File: src/rtl/counter_ctrl.sv
// counter_ctrl: command-driven WIDTH-bit counter with terminal compare, one-shot/auto-reload and prescaler.
// Optional down counting is enabled by defining COUNTER_CTRL_DOWN_EN (adds the cmd_dir port).
module counter_ctrl #(
    parameter int WIDTH    = 4,
    parameter int PRESCALE = 1
) (
    input  logic             clk,
    input  logic             rst_n,
    input  logic             cmd_valid,
    output logic             cmd_ready,
    input  logic [1:0]       cmd_op,
    input  logic [WIDTH-1:0] cmd_load,
    input  logic [WIDTH-1:0] cmd_term,
    input  logic             cmd_reload,
`ifdef COUNTER_CTRL_DOWN_EN
    input  logic             cmd_dir,
`endif
    output logic [WIDTH-1:0] count,
    output logic             busy,
    output logic             done
);

    typedef enum logic [1:0] {
        ST_IDLE  = 2'd0,
        ST_RUN   = 2'd1,
        ST_PAUSE = 2'd2
    } state_e;

    localparam logic [1:0] OP_START  = 2'b00;
    localparam logic [1:0] OP_STOP   = 2'b01;
    localparam logic [1:0] OP_RESUME = 2'b10;
    localparam logic [1:0] OP_CLEAR  = 2'b11;

    // Prescaler spans 0 .. PRESCALE-1; PRESCALE is limited to 1 .. 2^16 so 16 bits suffice.
    localparam int             PS_W    = 16;
    localparam logic [PS_W-1:0] PS_LAST = PS_W'(PRESCALE - 1);
    localparam logic [PS_W-1:0] PS_ONE  = {{(PS_W-1){1'b0}}, 1'b1};
    localparam logic [WIDTH-1:0] CNT_ONE = {{(WIDTH-1){1'b0}}, 1'b1};

    state_e           state_q, state_d;
    logic [WIDTH-1:0] count_q, count_d;
    logic [WIDTH-1:0] load_q, load_d;
    logic [WIDTH-1:0] term_q, term_d;
    logic             reload_q, reload_d;
    logic [PS_W-1:0]  ps_q, ps_d;
    logic             ready_q, ready_d;
    logic             done_q, done_d;
    logic             busy_q, busy_d;
`ifdef COUNTER_CTRL_DOWN_EN
    logic             dir_q, dir_d;
`endif

    logic             accept_s;
    logic             tick_s;
    logic             term_hit_s;
    logic [WIDTH-1:0] count_step_s;

    assign accept_s   = cmd_valid && ready_q;
    assign tick_s     = (state_q == ST_RUN) && (ps_q == PS_LAST);
    assign term_hit_s = (count_q == term_q);

`ifdef COUNTER_CTRL_DOWN_EN
    assign count_step_s = dir_q ? (count_q - CNT_ONE) : (count_q + CNT_ONE);
`else
    assign count_step_s = count_q + CNT_ONE;
`endif

    // State and datapath registers with synchronous active-low reset.
    always_ff @(posedge clk) begin
        if (!rst_n) begin
            state_q  <= ST_IDLE;
            count_q  <= '0;
            load_q   <= '0;
            term_q   <= '0;
            reload_q <= 1'b0;
            ps_q     <= '0;
            ready_q  <= 1'b1;
            done_q   <= 1'b0;
            busy_q   <= 1'b0;
`ifdef COUNTER_CTRL_DOWN_EN
            dir_q    <= 1'b0;
`endif
        end else begin
            state_q  <= state_d;
            count_q  <= count_d;
            load_q   <= load_d;
            term_q   <= term_d;
            reload_q <= reload_d;
            ps_q     <= ps_d;
            ready_q  <= ready_d;
            done_q   <= done_d;
            busy_q   <= busy_d;
`ifdef COUNTER_CTRL_DOWN_EN
            dir_q    <= dir_d;
`endif
        end
    end

    // Next-state logic: an accepted command always overrides a same-edge tick.
    always_comb begin
        state_d = state_q;
        if (accept_s) begin
            case (cmd_op)
                OP_START:  state_d = ST_RUN;
                OP_STOP: begin
                    if (state_q == ST_RUN) state_d = ST_PAUSE;
                    else                   state_d = state_q;
                end
                OP_RESUME: begin
                    if (state_q == ST_PAUSE) state_d = ST_RUN;
                    else                     state_d = state_q;
                end
                OP_CLEAR:  state_d = ST_IDLE;
                default:   state_d = state_q;
            endcase
        end else if (tick_s && term_hit_s && !reload_q) begin
            state_d = ST_IDLE;
        end else begin
            state_d = state_q;
        end
    end

    // Count, prescaler and latched START parameters.
    always_comb begin
        count_d  = count_q;
        load_d   = load_q;
        term_d   = term_q;
        reload_d = reload_q;
        ps_d     = ps_q;
`ifdef COUNTER_CTRL_DOWN_EN
        dir_d    = dir_q;
`endif
        if (accept_s) begin
            case (cmd_op)
                OP_START: begin
                    count_d  = cmd_load;
                    load_d   = cmd_load;
                    term_d   = cmd_term;
                    reload_d = cmd_reload;
                    ps_d     = '0;
`ifdef COUNTER_CTRL_DOWN_EN
                    dir_d    = cmd_dir;
`endif
                end
                OP_CLEAR: begin
                    count_d = '0;
                    ps_d    = '0;
                end
                default: begin
                    count_d = count_q;
                    ps_d    = ps_q;
                end
            endcase
        end else if (state_q == ST_RUN) begin
            if (ps_q == PS_LAST) begin
                ps_d = '0;
                if (term_hit_s) begin
                    if (reload_q) count_d = load_q;
                    else          count_d = count_q;
                end else begin
                    count_d = count_step_s;
                end
            end else begin
                ps_d = ps_q + PS_ONE;
            end
        end else begin
            count_d = count_q;
            ps_d    = ps_q;
        end
    end

    // Registered handshake and status outputs.
    always_comb begin
        ready_d = !accept_s;
        done_d  = !accept_s && tick_s && term_hit_s;
        busy_d  = (state_d != ST_IDLE);
    end

    assign cmd_ready = ready_q;
    assign count     = count_q;
    assign busy      = busy_q;
    assign done      = done_q;

endmodule
File: config.mk
export PLATFORM = sky130hd
export DESIGN_NAME = counter_ctrl
export DESIGN_NICKNAME = d
export VERILOG_FILES = /design/src/rtl/counter_ctrl.sv
export SDC_FILE = /design/constraint.sdc
export NUM_CORES = 1
export LEC_CHECK = 0
export CAP_MARGIN = 20
export CORE_ASPECT_RATIO = 0.75
export CORE_UTILIZATION = 53
export DETAILED_ROUTE_END_ITERATION = 7
export GPL_TIMING_DRIVEN = 0
export MAX_ROUTING_LAYER = met4
export PLACE_DENSITY = 0.76
export SLEW_MARGIN = 20
export SYNTH_ARGS = -nofsm -noshare
export SYNTH_HDL_FRONTEND = slang
export SYNTH_SLANG_ARGS = --single-unit
File: constraint.sdc
create_clock -name clk -period 5.4 [get_ports clk]
set_clock_uncertainty 0.2 [all_clocks]
set_input_delay 1.08 -clock clk [delete_from_list [all_inputs] [get_ports clk]]
set_output_delay 1.08 -clock clk [all_outputs]
set_load 0.01 [all_outputs]
==> impl_metrics.csv <==
group,metric,value,unit
run_status,status,"complete, no violations",
clock_network,clk_pin_slew,0.07,ns
place,dp_hpwl,3070,um
clock_network,clk_latency,0.28,ns
layout,multi_input_area,1090,um^2
synthesis,yosys_most_used_dff,"dfxtp_1",
layout,drive_gt1_frac,0.0803,
floorplanning,num_rows,18,
sta,max_freq,297,MHz
detailed_routing,wirelength,4090,um
critical_path,critPathArrivalTime,3.38,ns
place,io_buffers,20,
layout,final-seq-area,681,um^2
detailed_routing,dr.first_iter.drc_count,161,
floorplanning,die_x,70.3,um
clock_network,cts_resized,0,
synthesis,synth.cell_area,1850,um^2
place,place_congestion,0.839,
sta,rsz0062_at_grt,"false",
critical_path,reg2regPathDepth,9,
place,post-place-cells,281,
layout,design_area,2200,um^2
synthesis,syn_inst,221,
sta,post-route-period-util,0.623,
synthesis,ys_async_sr_fraction,0,
grt,grt_pass1_vias,1454,
synthesis,synth_edf_count,0,
critical_path,critPathKind,"in -> reg",
sta,setup-violations-final,0,
floorplanning,core_area,3310,um^2
worst_hold_path,hp-class,"reg -> reg",
critical_path,r2r-start,"ps_q[0]",
synthesis,ys_warn_count,0,
floorplanning,initial_core_util,0.560,
clock_network,clock_sinks,34,
place,place_area,2100,um^2
synthesis,avgSynthCellArea,8.39,um^2
detailed_routing,avgRoutedWirePerCell,14.2,um
synthesis,synth_area_leaders,"dfxtp_1 (37%), nand2_1 (6.3%), xor2_1 (5.2%), ha_1 (4.7%), a21boi_0 (4.0%)",
clock_network,cts_tree,"yes",
synthesis,yosysTopAreaCellShare,0.367,
floorplanning,fp.dieH,53.2,um
sta,drv_slew,0,
synthesis,yosysMostFrequentCell,"dfxtp_1",
clock_network,root_buffer,"clkbuf_8",
power_and_ir_drop,p_leak,0.825,nW
synthesis,ys_ff_latch,34,
layout,n_antenna_cell,0,
sta,fin_setup_tns,0,ns
clock_network,cts_hold_buf,0,
floorplanning,io_pins,21,
layout,area_growth,18.4,%
sta,slew_headroom,0.351,
critical_path,critPathCaptureType,"flop",
clock_network,htreeDepth,2,
grt,grt_pass1_wl,6850,um
critical_path,startpoint_type,"input pin",
detailed_routing,vias_per_cell,5.45,
power_and_ir_drop,max-vdd-ir-drop,148,uV
detailed_routing,vias,1575,
grt,grt_max_degree,11,
detailed_routing,ant_nets,0,
layout,final_cells,289,
grt,gr-total-overflow,0,
synthesis,synth.distinct_cells,47,
layout,fin_nets,269,
run,drv_cap,0,
worst_hold_path,min_to,"load_q[2]",
floorplanning,dieArea,3740,um^2
critical_path,r2r_slack,2.76,ns
critical_path,timing.rr.end,"ps_q[7]",
sta,period_needed,3.36,ns
power_and_ir_drop,powerDensity,255,nW/um^2
detailed_routing,drc_errors,0,
critical_path,cp_data_required_time,5.42,ns
critical_path,path_max_fanout,9,
synthesis,yosysSeqAreaShare,0.367,
worst_hold_path,worstHoldPathCells,2,
detailed_routing,firstDrtPassIters,4,
layout,nFillCells,300,
clock_network,cts_buffers,5,
grt,track_usage,0.249,
worst_hold_path,worst_hold_startpoint,"load_q[2]",
synthesis,syn_nets,242,
sta,worstMarginPinSlew,0.965,ns
synthesis,netlist.top_cell.by_area,"dfxtp_1",
clock_network,clk_path_buf_depth,2,
synthesis,synthTopCellsByCount,"dfxtp_1 (34), nand2_1 (31), nor2_1 (17)",
grt,antenna_found_initial,0,
clock_network,post_cts_buffers,0,
sta,hold_violations,0,
worst max path at each step:
stage	start	end	slack [ns]	cells past startpoint
6_report	cmd_op[0]	ps_q[11]	2.04	8
5_1_grt	cmd_op[0]	ps_q[11]	1.92	8
4_1_cts	cmd_op[0]	ps_q[11]	2.03	8
3_5_place_dp	cmd_op[0]	ps_q[11]	1.75	8
3_3_place_gp	cmd_op[0]	ps_q[11]	1.75	8
2_1_floorplan	cmd_op[0]	ps_q[11]	2.39	7
cells by family (layout without fill, tap and decap cells):
logic type | Yosys count | count (layout) | share of synthesized area
AO/OA/AOI/OAI | 43 | 43 | 0.169
XOR/XNOR | 17 | 17 | 0.0803
adder cells (fa/ha/maj) | 7 | 7 | 0.0472
buffers and inverters | 20 | 48 | 0.0466
flip-flops | 34 | 34 | 0.367
multiplexers | 4 | 4 | 0.0229
AND/OR/NAND/NOR | 96 | 96 | 0.267
sequential cells by signal, indices dropped and copies added (netlist names):
register	count
count	4
load_q	4
ps_q	16
state_q	2
done	1
cmd_ready	1
term_q	4
busy	1
reload_q	1
power breakdown:
group | internal, mW | switching (mW) | leakage, nW
clock | 0.103 | 0.0880 | 0.0482
combinational | 0.0470 | 0.0539 | 0.501
sequential | 0.259 | 0.00867 | 0.276
total | 0.408 | 0.151 | 0.825
critical path, cell delays in order:
cell and delay [ns]:
clkdlybuf4s50_1 0.50, inv_1 0.07, ha_1 0.35, o22a_1 0.24, buf_6 0.14, or3_4 0.39
or4b_1 0.46, a21oi_1 0.15
area by class of cell:
class | count | area share
multi-input cells | 167 | 0.495
flip-flops and latches | 34 | 0.310
repair buffers | 20 | 0.0912
clock buffers | 7 | 0.0393
plain buffers | 11 | 0.0239
well taps | 40 | 0.0228
inverters | 9 | 0.0154
clock inverters | 1 | 0.00228
through the flow:
step                      hold WS [ns]  power [mW]  setup WS, ns   util
final                            0.274       0.559          2.04  0.663
after global routing             0.302       0.589          1.92  0.663
after floorplan                  0.240       0.335          2.39      -
after detailed placement         0.268       0.372          1.75  0.636
after global placement           0.252       0.370          1.75  0.636
after CTS                        0.277       0.562          2.03  0.663
routing by layer:
metal  global-route usage  vias to the layer above  wire [um]
met3               0.0762                        6        205
li1                     -                      838          -
met5                    -                        -          0
met2                0.332                       37       1570
met4               0.0600                        0         46
met1                0.358                      694       2270
placed cells by master (no fill, tap or decap), drive strengths merged, types with 2 or more instances in the layout:
cell type      instances
nor4b                  2
and3                   6
inv                    9
xnor2                  6
xor2                  11
o22ai                  2
a21boi                10
nor3                   5
or2                    2
mux2i                  2
nand2                 31
o21ai                  5
nand3                  8
mux2                   2
nor4                   8
a21oi                  9
ha                     7
nand4                  6
o211ai                 2
buf                    3
a22oi                  3
and2                   3
nor2                  17
dfxtp                 34
o31ai                  3
clkbuf                15
clkdlybuf4s50         20
No activity file was read; power rests on OpenSTA's default activity.
